File: src/rtl/eth_pkg.sv
// rtl/eth_pkg.sv - shared types and constants for the GMII transmit framer
//
// Purpose : state encoding, preamble/SFD bytes, CRC-32 polynomial and the
//           default frame-size limits used by mac_tx_framer and crc32.
// Ports   : none (package).

package eth_pkg;

   typedef enum logic [2:0] {
      ST_IDLE     = 3'd0,
      ST_PREAMBLE = 3'd1,
      ST_SFD      = 3'd2,
      ST_DATA     = 3'd3,
      ST_PAD      = 3'd4,
      ST_FCS      = 3'd5,
      ST_DROP     = 3'd6,
      ST_IFG      = 3'd7
   } mac_state_t;

   localparam logic [7:0]  PREAMBLE_BYTE = 8'h55;
   localparam logic [7:0]  SFD_BYTE      = 8'hD5;
   localparam logic [31:0] CRC_POLY      = 32'h04C11DB7;

   localparam int MIN_FRAME_DEF = 60;
   localparam int MAX_FRAME_DEF = 1514;

   // Ethernet shifts bits LSB first, so the engine uses the bit-reversed polynomial.
   function automatic logic [31:0] reflect32(input logic [31:0] v);
      logic [31:0] r;
      for (int i = 0; i < 32; i++) begin
         r[i] = v[31-i];
      end
      return r;
   endfunction

   localparam logic [31:0] CRC_POLY_REFL = reflect32(CRC_POLY);

endpackage

File: src/rtl/crc32.sv
// rtl/crc32.sv - byte-wide reflected CRC-32 accumulator
//
// Purpose : folds one byte per enabled cycle into a running CRC-32
//           (init FFFFFFFF, reflected, final complement on the output).
// Ports   : i_clk      clock
//           i_reset    synchronous active-high clear back to FFFFFFFF
//           i_crc_en   fold i_data_in into the CRC this cycle
//           i_data_in  byte to fold
//           o_crc_out  complemented CRC of all bytes folded since the clear

module crc32
   import eth_pkg::*;
(
   input  logic        i_clk,
   input  logic        i_reset,
   input  logic        i_crc_en,
   input  logic [7:0]  i_data_in,
   output logic [31:0] o_crc_out
);

   logic [31:0] r_crc;
   logic [31:0] w_crc_nxt;

   always_comb begin
      w_crc_nxt = r_crc ^ {24'd0, i_data_in};
      for (int i = 0; i < 8; i++) begin
         w_crc_nxt = w_crc_nxt[0] ? ((w_crc_nxt >> 1) ^ CRC_POLY_REFL) : (w_crc_nxt >> 1);
      end
   end

   always_ff @(posedge i_clk) begin
      if (i_reset) begin
         r_crc <= 32'hFFFF_FFFF;
      end else if (i_crc_en) begin
         r_crc <= w_crc_nxt;
      end
   end

   assign o_crc_out = ~r_crc;

endmodule

File: src/rtl/mac_tx_framer.sv
// rtl/mac_tx_framer.sv - GMII transmit framer fed from a first-word-fall-through FIFO
//
// Purpose : wraps FIFO frames with preamble/SFD, pads short frames, appends the
//           FCS, enforces the inter-frame gap, and aborts on underrun or oversize.
// Ports   : i_clk, i_reset          clock, synchronous active-high reset
//           i_rd_data/valid/last    FIFO head byte, not-empty, end-of-frame flag
//           o_rd_en                 FIFO pop (byte consumed when o_rd_en & i_rd_valid)
//           o_txd/o_txen/o_txer     registered GMII transmit outputs
//           o_mac_tr_state          current state encoding
//           o_frame_done            pulse with the final byte of a good frame
//           o_underrun              pulse when the FIFO ran dry mid-frame

module mac_tx_framer
   import eth_pkg::*;
#(
   parameter int PREAMBLE_LEN = 7,
   parameter int IFG_LEN      = 12,
   parameter int MIN_FRAME    = MIN_FRAME_DEF,
   parameter int MAX_FRAME    = MAX_FRAME_DEF,
   parameter int FCS_EN       = 1
) (
   input  logic       i_clk,
   input  logic       i_reset,
   input  logic [7:0] i_rd_data,
   input  logic       i_rd_valid,
   input  logic       i_rd_last,
   output logic       o_rd_en,
   output logic [7:0] o_txd,
   output logic       o_txen,
   output logic       o_txer,
   output logic [2:0] o_mac_tr_state,
   output logic       o_frame_done,
   output logic       o_underrun
);

   localparam logic [7:0]  PRE_LAST = 8'(PREAMBLE_LEN - 1);
   localparam logic [7:0]  IFG_LAST = 8'(IFG_LEN - 1);
   localparam logic [10:0] MIN_F    = 11'(MIN_FRAME);
   localparam logic [10:0] MAX_F    = 11'(MAX_FRAME);

   mac_state_t  r_state, w_state_nxt;
   logic [7:0]  r_cnt, w_cnt_nxt;
   logic [10:0] r_byte_cnt, w_byte_cnt_nxt, w_inc;
   logic [7:0]  r_txd, w_txd_nxt;
   logic        r_txen, w_txen_nxt;
   logic        r_txer, w_txer_nxt;
   logic        r_done, w_done_nxt;
   logic        r_underrun, w_underrun_nxt;
   logic        w_rd_en, w_crc_en, w_crc_clr;
   logic [7:0]  w_crc_data, w_fcs_byte;
   logic [31:0] w_fcs;

   assign w_crc_clr  = i_reset || (r_state == ST_IDLE);
   assign w_inc      = r_byte_cnt + 11'd1;
   assign w_fcs_byte = w_fcs[{r_cnt[1:0], 3'b000} +: 8];

   crc32 u_crc32 (
      .i_clk     (i_clk),
      .i_reset   (w_crc_clr),
      .i_crc_en  (w_crc_en),
      .i_data_in (w_crc_data),
      .o_crc_out (w_fcs)
   );

   always_comb begin
      w_state_nxt    = r_state;
      w_cnt_nxt      = r_cnt;
      w_byte_cnt_nxt = r_byte_cnt;
      w_txd_nxt      = 8'h00;
      w_txen_nxt     = 1'b0;
      w_txer_nxt     = 1'b0;
      w_done_nxt     = 1'b0;
      w_underrun_nxt = 1'b0;
      w_rd_en        = 1'b0;
      w_crc_en       = 1'b0;
      w_crc_data     = i_rd_data;

      case (r_state)
         ST_IDLE: begin
            w_cnt_nxt      = 8'd0;
            w_byte_cnt_nxt = 11'd0;
            if (i_rd_valid) w_state_nxt = ST_PREAMBLE;
         end
         ST_PREAMBLE: begin
            w_txd_nxt  = PREAMBLE_BYTE;
            w_txen_nxt = 1'b1;
            if (r_cnt == PRE_LAST) begin
               w_cnt_nxt   = 8'd0;
               w_state_nxt = ST_SFD;
            end else begin
               w_cnt_nxt = r_cnt + 8'd1;
            end
         end
         ST_SFD: begin
            w_txd_nxt   = SFD_BYTE;
            w_txen_nxt  = 1'b1;
            w_state_nxt = ST_DATA;
         end
         ST_DATA: begin
            w_rd_en    = 1'b1;
            w_txen_nxt = 1'b1;
            if (i_rd_valid) begin
               w_txd_nxt      = i_rd_data;
               w_byte_cnt_nxt = w_inc;
               w_crc_en       = 1'b1;
               if (i_rd_last) begin
                  if (w_inc < MIN_F) begin
                     w_state_nxt = ST_PAD;
                  end else if (FCS_EN != 0) begin
                     w_state_nxt = ST_FCS;
                  end else begin
                     w_state_nxt = ST_IFG;
                     w_done_nxt  = 1'b1;
                  end
               end else if (w_inc == MAX_F) begin
                  // Oversize: flag this byte and swallow the rest of the frame.
                  w_txer_nxt  = 1'b1;
                  w_state_nxt = ST_DROP;
               end
            end else begin
               // FIFO ran dry mid-frame: poison the line and abandon the frame.
               w_txer_nxt     = 1'b1;
               w_underrun_nxt = 1'b1;
               w_state_nxt    = ST_IFG;
            end
         end
         ST_PAD: begin
            w_txen_nxt     = 1'b1;
            w_crc_en       = 1'b1;
            w_crc_data     = 8'h00;
            w_byte_cnt_nxt = w_inc;
            if (w_inc >= MIN_F) begin
               if (FCS_EN != 0) begin
                  w_state_nxt = ST_FCS;
               end else begin
                  w_state_nxt = ST_IFG;
                  w_done_nxt  = 1'b1;
               end
            end
         end
         ST_FCS: begin
            w_txd_nxt  = w_fcs_byte;
            w_txen_nxt = 1'b1;
            if (r_cnt[1:0] == 2'd3) begin
               w_cnt_nxt   = 8'd0;
               w_done_nxt  = 1'b1;
               w_state_nxt = ST_IFG;
            end else begin
               w_cnt_nxt = r_cnt + 8'd1;
            end
         end
         ST_DROP: begin
            w_rd_en = 1'b1;
            if (i_rd_valid && i_rd_last) w_state_nxt = ST_IFG;
         end
         ST_IFG: begin
            if (r_cnt == IFG_LAST) begin
               w_cnt_nxt   = 8'd0;
               w_state_nxt = ST_IDLE;
            end else begin
               w_cnt_nxt = r_cnt + 8'd1;
            end
         end
         default: w_state_nxt = ST_IDLE;
      endcase
   end

   always_ff @(posedge i_clk) begin
      if (i_reset) begin
         r_state    <= ST_IDLE;
         r_cnt      <= 8'd0;
         r_byte_cnt <= 11'd0;
         r_txd      <= 8'h00;
         r_txen     <= 1'b0;
         r_txer     <= 1'b0;
         r_done     <= 1'b0;
         r_underrun <= 1'b0;
      end else begin
         r_state    <= w_state_nxt;
         r_cnt      <= w_cnt_nxt;
         r_byte_cnt <= w_byte_cnt_nxt;
         r_txd      <= w_txd_nxt;
         r_txen     <= w_txen_nxt;
         r_txer     <= w_txer_nxt;
         r_done     <= w_done_nxt;
         r_underrun <= w_underrun_nxt;
      end
   end

   // Gated by reset so an aborted frame leaves its remaining bytes in the FIFO.
   assign o_rd_en        = w_rd_en & ~i_reset;
   assign o_txd          = r_txd;
   assign o_txen         = r_txen;
   assign o_txer         = r_txer;
   assign o_mac_tr_state = r_state;
   assign o_frame_done   = r_done;
   assign o_underrun     = r_underrun;

endmodule

File: config.mk
export PLATFORM = sky130hd
export DESIGN_NAME = mac_tx_framer
export DESIGN_NICKNAME = d
export VERILOG_FILES = /design/src/rtl/eth_pkg.sv /design/src/rtl/crc32.sv /design/src/rtl/mac_tx_framer.sv
export SDC_FILE = /design/constraint.sdc
export NUM_CORES = 1
export LEC_CHECK = 0
export ABC_AREA = 1
export CORE_UTILIZATION = 50
export CTS_BUF_LIST = sky130_fd_sc_hd__clkbuf_8
export CTS_CLUSTER_DIAMETER = 30
export DETAILED_ROUTE_END_ITERATION = 10
export HOLD_SLACK_MARGIN = 0.03
export PLACE_DENSITY = 0.69
export SYNTH_ARGS = -nofsm -noshare
export SYNTH_HDL_FRONTEND = slang
export SYNTH_SLANG_ARGS = --single-unit
File: constraint.sdc
create_clock -name i_clk -period 2.3 [get_ports i_clk]
set_clock_uncertainty 0.2 [all_clocks]
set_input_delay 0.46 -clock i_clk [delete_from_list [all_inputs] [get_ports i_clk]]
set_output_delay 0.46 -clock i_clk [all_outputs]
set_load 0.05 [all_outputs]
==> impl_metrics.ini, run 1 <==
[sta]
drv_slew = 0
finalCriticalPeriod_ns = 2.221
finalSetupViolCount = 0
finalCritPeriodShare_pct = 96.57
worstMarginPinSlew_ns = 0.5049
hold_viol_final = 0
holdWs_ns = 0.2955
fmax_mhz = 450.2
rsz0062_at_grt = yes
layout_setup_ws_ns = 0.07894
slew_headroom_pct = 66.23

[global_routing]
grt_pass1_wl_mm = 21.01
grt_pass1_vias = 4383
overflow = 0
grt_max_degree = 40
grt_util_all_layers_pct = 27.02
antenna_found_initial = 0

[detailed_routing]
drt_iter0_markers = 370
drc_errors = 0
dr_total_vias = 4728
wire_per_inst_um = 14.42
vias_per_cell = 5.354
drt_wl_total_mm = 12.73
final_antenna_net_count = 0
drtPass1Iterations = 6

[synth]
synthAdderAreaFrac_pct = 1.325
synth.most_common_cell = nand2_1
yosysTopAreaCell = dfxtp_1
yosys.area.top_type_share_pct = 27.97
ys_top_cells_by_area = dfxtp_1 28%, nand2_1 16%, inv_1 6.0%
ys_types = 43
synth_ff_type = dfxtp_1
synth-simple-area-share_pct = 35.89
synthesis.area_um2 = 4723
async_flop_share_pct = 0
synth_top_family_by_area = simple AND/OR/NAND/NOR gates
synth_edf_count = 0
synth.ff_latch_count = 66
synth-seq-area-share_pct = 27.97
synth_common_cells = 203 x nand2_1, 75 x inv_1, 69 x nor2_1, 66 x dfxtp_1, 51 x nand3_1
synth_fp_nets = 717
synth_xor_area_share_pct = 12.48
yosysWarnings = 0
syn_inst = 700
synth_compound_area_share_pct = 13.22
syn_avg_cell_area_um2 = 6.748
muxShareOfSynthArea_pct = 0

[min_path]
hold_class = flip-flop to flip-flop
min_path_cells = 2
hp-start = r_byte_cnt[10]
holdPathEnd = r_byte_cnt[10]

[layout]
fill_cells = 836
syn2layout_area_growth_pct = 21.24
fin_nets = 784
post_route_cells_drive_above_1_share_pct = 16.84
fin_util_pct = 62.27
seq_area_um2 = 1323
multi_input_area_um2 = 3012
diodes = 0

[worst_setup_path]
required_ns = 1.64
crit_type = flip-flop to primary output
reg2reg_setup_slack_ns = 0.12
r2r_cells = 11
r2r-start = o_mac_tr_state[1]
cp-end-kind = primary output
startpoint_type = flip-flop
cp_max_fo = 5
rr_endpoint = u_crc32.r_crc[25]
arrival_ns = 1.56

[clocking]
path_clk_slew_ns = 0.08
cts_root_buf = clkbuf_8
cts-htree-levels = 3
cts_sinks = 66
cts_buffer_depth = 2
cts_tree = built
insertion_delay_ns = 0.35
cts-hold-fix-buffers = 0
cts_buffers = 9

[place]
pre_cts_ws_ns = -0.1216
gp_congestion = 0.9419
place_hpwl_mm = 9.487
io_buffers = 27

[floorplanning]
fp.dieW_um = 99.20
core_um2 = 9196
chipHeight_um = 99.20
rows = 35
io_pins = 28
start_util_pct = 51.36
dieArea_um2 = 9840

[power]
powerDensity_nw_per_um2 = 1214
p_clk_share_pct = 19.0
p_leak_nw = 2.638
pwr-share-comb_pct = 59.1
p_int_mw = 3.671
seqPwrFrac_pct = 21.9
switchingPower_mw = 3.279
swShare_pct = 47.18
power.total_mw = 6.950
ir_worst_vdd_mv = 0.7488

[job]
drv_cap = 0

[run_status]
status = finished, final reports clean
[final cells by class]
class	instances	area share (%)
clock inverters	7	2.469
flip-flops and latches	66	23.09
well taps	111	2.425
inverters	82	5.418
repair buffers	76	11.84
clock buffers	9	2.163
multi-input cells	532	52.59
[worst max-delay path: stages, from the launching register on]
cell and delay [ns]:
dfxtp_1 0.34, buf_4 0.16, inv_2 0.07, nand2_1 0.09, nor2_1 0.14, inv_1 0.10, a21oi_4 0.15, buf_12 0.15
[flip-flops by register name, indices dropped and copies added (netlist names)]
| name | count |
|---|---|
| o_frame_done | 1 |
| o_underrun | 1 |
| r_byte_cnt | 11 |
| r_cnt | 8 |
| u_crc32.r_crc | 32 |
| o_mac_tr_state | 3 |
| o_txer | 1 |
| o_txd | 8 |
| o_txen | 1 |
[routing by layer]
| metal | GRT usage [%] | vias to the layer above | part of all wire [%] |
|---|---|---|---|
| met3 | 3.233 | 19 | 6.1 |
| met1 | 36.39 | 2161 | 46 |
| met5 | 0 | - | 0 |
| met2 | 44.76 | 182 | 46 |
| li1 | - | 2366 | - |
| met4 | 9.729 | 0 | 1.7 |
[worst max path at each step]
stage,from,end
6_report,o_mac_tr_state[0],o_rd_en
5_1_grt,o_mac_tr_state[1],u_crc32.r_crc[25]
2_1_floorplan,o_mac_tr_state[2],u_crc32.r_crc[19]
4_1_cts,o_mac_tr_state[0],o_rd_en
3_3_place_gp,i_rd_data[3],u_crc32.r_crc[16]
3_5_place_dp,i_rd_data[3],u_crc32.r_crc[26]
[power by group through the flow]
stage                     Combinational [mW]  Clock (mW)  Sequential, mW
after floorplan                         2.52           0            1.78
after global placement                  3.95           0            1.53
after detailed placement                3.99           0            1.54
after CTS                               4.03        1.34            1.51
after global routing                    4.48        1.39            1.54
final                                   4.10        1.32            1.52
[layout by cell type, fill, tap and decap left out, types with 3 or more instances in the layout]
cell type        synthesis  routed
a211oi_1                 4       4
a21oi_1                 40      39
a32oi_1                  3       3
buf_12                   1       4
buf_4                    1      49
bufinv_16                0       4
clkbuf_8                 0       9
clkdlybuf4s50_1          0      23
dfxtp_1                 66      65
ha_1                     5       5
inv_1                   75      75
inv_2                    4       5
nand2_1                203     202
nand2_2                 16      17
nand2_4                  8       7
nand2_8                  3       4
nand3_1                 51      51
nand3b_1                 6       6
nand4_1                  6       6
nor2_1                  69      65
nor2_2                   0       4
nor2_4                   3       3
nor3_1                   4       4
o211ai_1                12      12
o21ai_0                 39      39
xnor2_1                  6       6
xor2_1                  25      24
xor2_2                   6       7
xor2_4                   8       8
[logic make-up after synthesis]
logic type / Yosys count
simple gates: 373
flops: 66
buf+inv: 102
xor+xnor: 45
fa+ha+maj: 5
compound gates: 109
[stage by stage]
stage / std cells / setup TNS (ns) / area [um^2]
after floorplan: 700 / 0 / 4735
after global placement: 866 / -0.6811 / 5426
after detailed placement: 866 / -0.8105 / 5426
after CTS: 882 / 0 / 5692
after global routing: 883 / -0.04033 / 5727
final: 883 / 0 / 5727
[timing repair]
item                       CTS  global route
setup endpoints to repair    0            16
gates resized for setup      0             8
setup buffers                0             1
(Power assumes the default switching activity.)
==> run 2: changes to the inputs <==
- CTS_CLUSTER_DIAMETER: 30 -> 120
- clock period: 2.3 -> 2.8 ns (I/O delays scaled with it)
==> run 2 against run 1 <==
Sequential share of layout area is 1.4 points higher; wire length shrank 3.3%; via count shrank 3.6%; register-to-register slack better by 0.27 ns; cell area decreased by 5.7%; clock-buffer cell count is 1 higher; non-clock buffer count fell by 34; sequential power decreased by 16%; worst setup slack gained 0.21 ns; critical path depth shrank 6; utilization decreased by 3.5 points; die area did not move; largest cell class unchanged; largest power group unchanged.
==> impl_metrics.ini, run 2 (synthesized netlist as in run 1, its figures left out) <==
[sta]
finalSetupViolCount = 0
layout_setup_ws_ns = 0.2853
finalCriticalPeriod_ns = 2.515
finalSetupTns_ns = 0
hold_viol_final = 0
slew_headroom_pct = 44.40
rsz0062_at_grt = no
holdWs_ns = 0.2885
worstMarginPinSlew_ns = 0.8277
fmax_mhz = 397.7
finalCritPeriodShare_pct = 89.81
drv_slew = 0

[detailed_routing]
drt_iter0_markers = 297
vias_per_cell = 5.369
dr_total_vias = 4558
drt_wl_total_mm = 12.31
final_antenna_net_count = 0
wire_per_inst_um = 14.50
drc_errors = 0
drtPass1Iterations = 5

[clocking]
path_clk_slew_ns = 0.08
cts_resized = 0
cts_sinks = 66
cts_buffer_depth = 2
cts_buffers = 9
insertion_delay_ns = 0.36
cts_root_buf = clkbuf_8
cts-htree-levels = 3
cts-hold-fix-buffers = 0
cts_tree = built
post_cts_buffers = 0

[floorplanning]
chipHeight_um = 99.20
io_pins = 28
dieArea_um2 = 9840
rows = 35
core_um2 = 9196
fp.dieW_um = 99.20
start_util_pct = 51.36

[global_routing]
grt_pass1_wl_mm = 20.40
grt_util_all_layers_pct = 26.36
antenna_found_initial = 0
overflow = 0
grt_pass1_vias = 4272
grt_max_degree = 33

[worst_setup_path]
path_cells = clkdlybuf4s50_1
path_buf_inv = 1
slowest_delay_ns = 0.88
crit_slowest_cell = clkdlybuf4s50_1
crit_type = flip-flop to primary output
crit_family = buffers and inverters
cp-end-kind = primary output
arrival_ns = 1.75
r2r_cells = 9
crit_cells = 1
startpoint_type = flip-flop
required_ns = 2.04
cp_max_fo = 9

[layout]
final_area_um2 = 5401
fin_util_pct = 58.73
final_cell_mix = 203 x nand2_1, 75 x inv_1, 68 x nor2_1
regMostFlops = u_crc32.r_crc
syn2layout_area_growth_pct = 14.36
reg_top3 = u_crc32.r_crc (32), r_byte_cnt (11)
post_layout_nonfiller_instances = 849
largest_reg_flops = 32
post_route_cells_drive_above_1_share_pct = 11.65
final_common_cell = nand2_1
fin_nets = 750
diodes = 0

[power]
p_leak_nw = 2.449
powerDensity_nw_per_um2 = 984.9
ir_worst_vdd_mv = 0.4732
power.total_mw = 5.320

[place]
gp_congestion = 0.8766
placed_cells = 833
pre_cts_ws_ns = 0.2803
place_hpwl_mm = 9.039
placed_area_um2 = 5150
io_buffers = 27

[job]
drv_cap = 0

[min_path]
min_path_cells = 2
hold_class = flip-flop to flip-flop

[run_status]
status = finished, final reports clean
[run 2: cell count changes in the layout (fill, tap and decap cells not counted), sizes merged]
cell	before	now
bufinv	4	3
clkbuf	9	10
inv	82	80
buf	53	16
clkinvlp	0	2
clkdlybuf4s50	23	26
[run 2: worst reg2reg max path: stages, from the launching register on]
cell and delay [ns]:
dfxtp_1 0.52, inv_1 0.16, nor2_1 0.62, nand2_1 0.27, nand2_1 0.16, nor2_1 0.07, nand3_1 0.12, nand2_1 0.07
nand2_1 0.06, nor2_1 0.04
[run 2: final timing paths]
kind	slack, ns	startpoint	end
worst max-delay path	0.29	o_mac_tr_state[2]	o_mac_tr_state[2]
worst max register to register	0.39	o_mac_tr_state[2]	o_mac_tr_state[0]
worst min-delay path	0.29	r_byte_cnt[10]	r_byte_cnt[10]
worst min register to register	0.29	r_byte_cnt[10]	r_byte_cnt[10]
[run 2: area by class of cell]
class                           count  area, um^2
Timing Repair Buffer               42       405.4
Clock buffer                       10       137.6
Multi-Input combinational cell    532        2974
Clock inverter                      6       113.9
Fill cell                         884        3795
Sequential cell                    66        1321
Tap cell                          111       138.9
Inverter                           82       310.3
[run 2: power breakdown]
group	internal, mW	leakage (nW)	total (mW)	switching (mW)
sequential	1.10	0.536	1.28	0.172
combinational	0.995	1.79	3.02	2.03
clock	0.617	0.119	1.02	0.404
total	2.72	2.45	5.32	2.60
[run 2: metal layers]
metal	share of wire (%)	global-route usage, %
met1	48	35.91
met2	46	42.76
met3	4.3	4.006
met4	1.8	9.050
met5	0	0
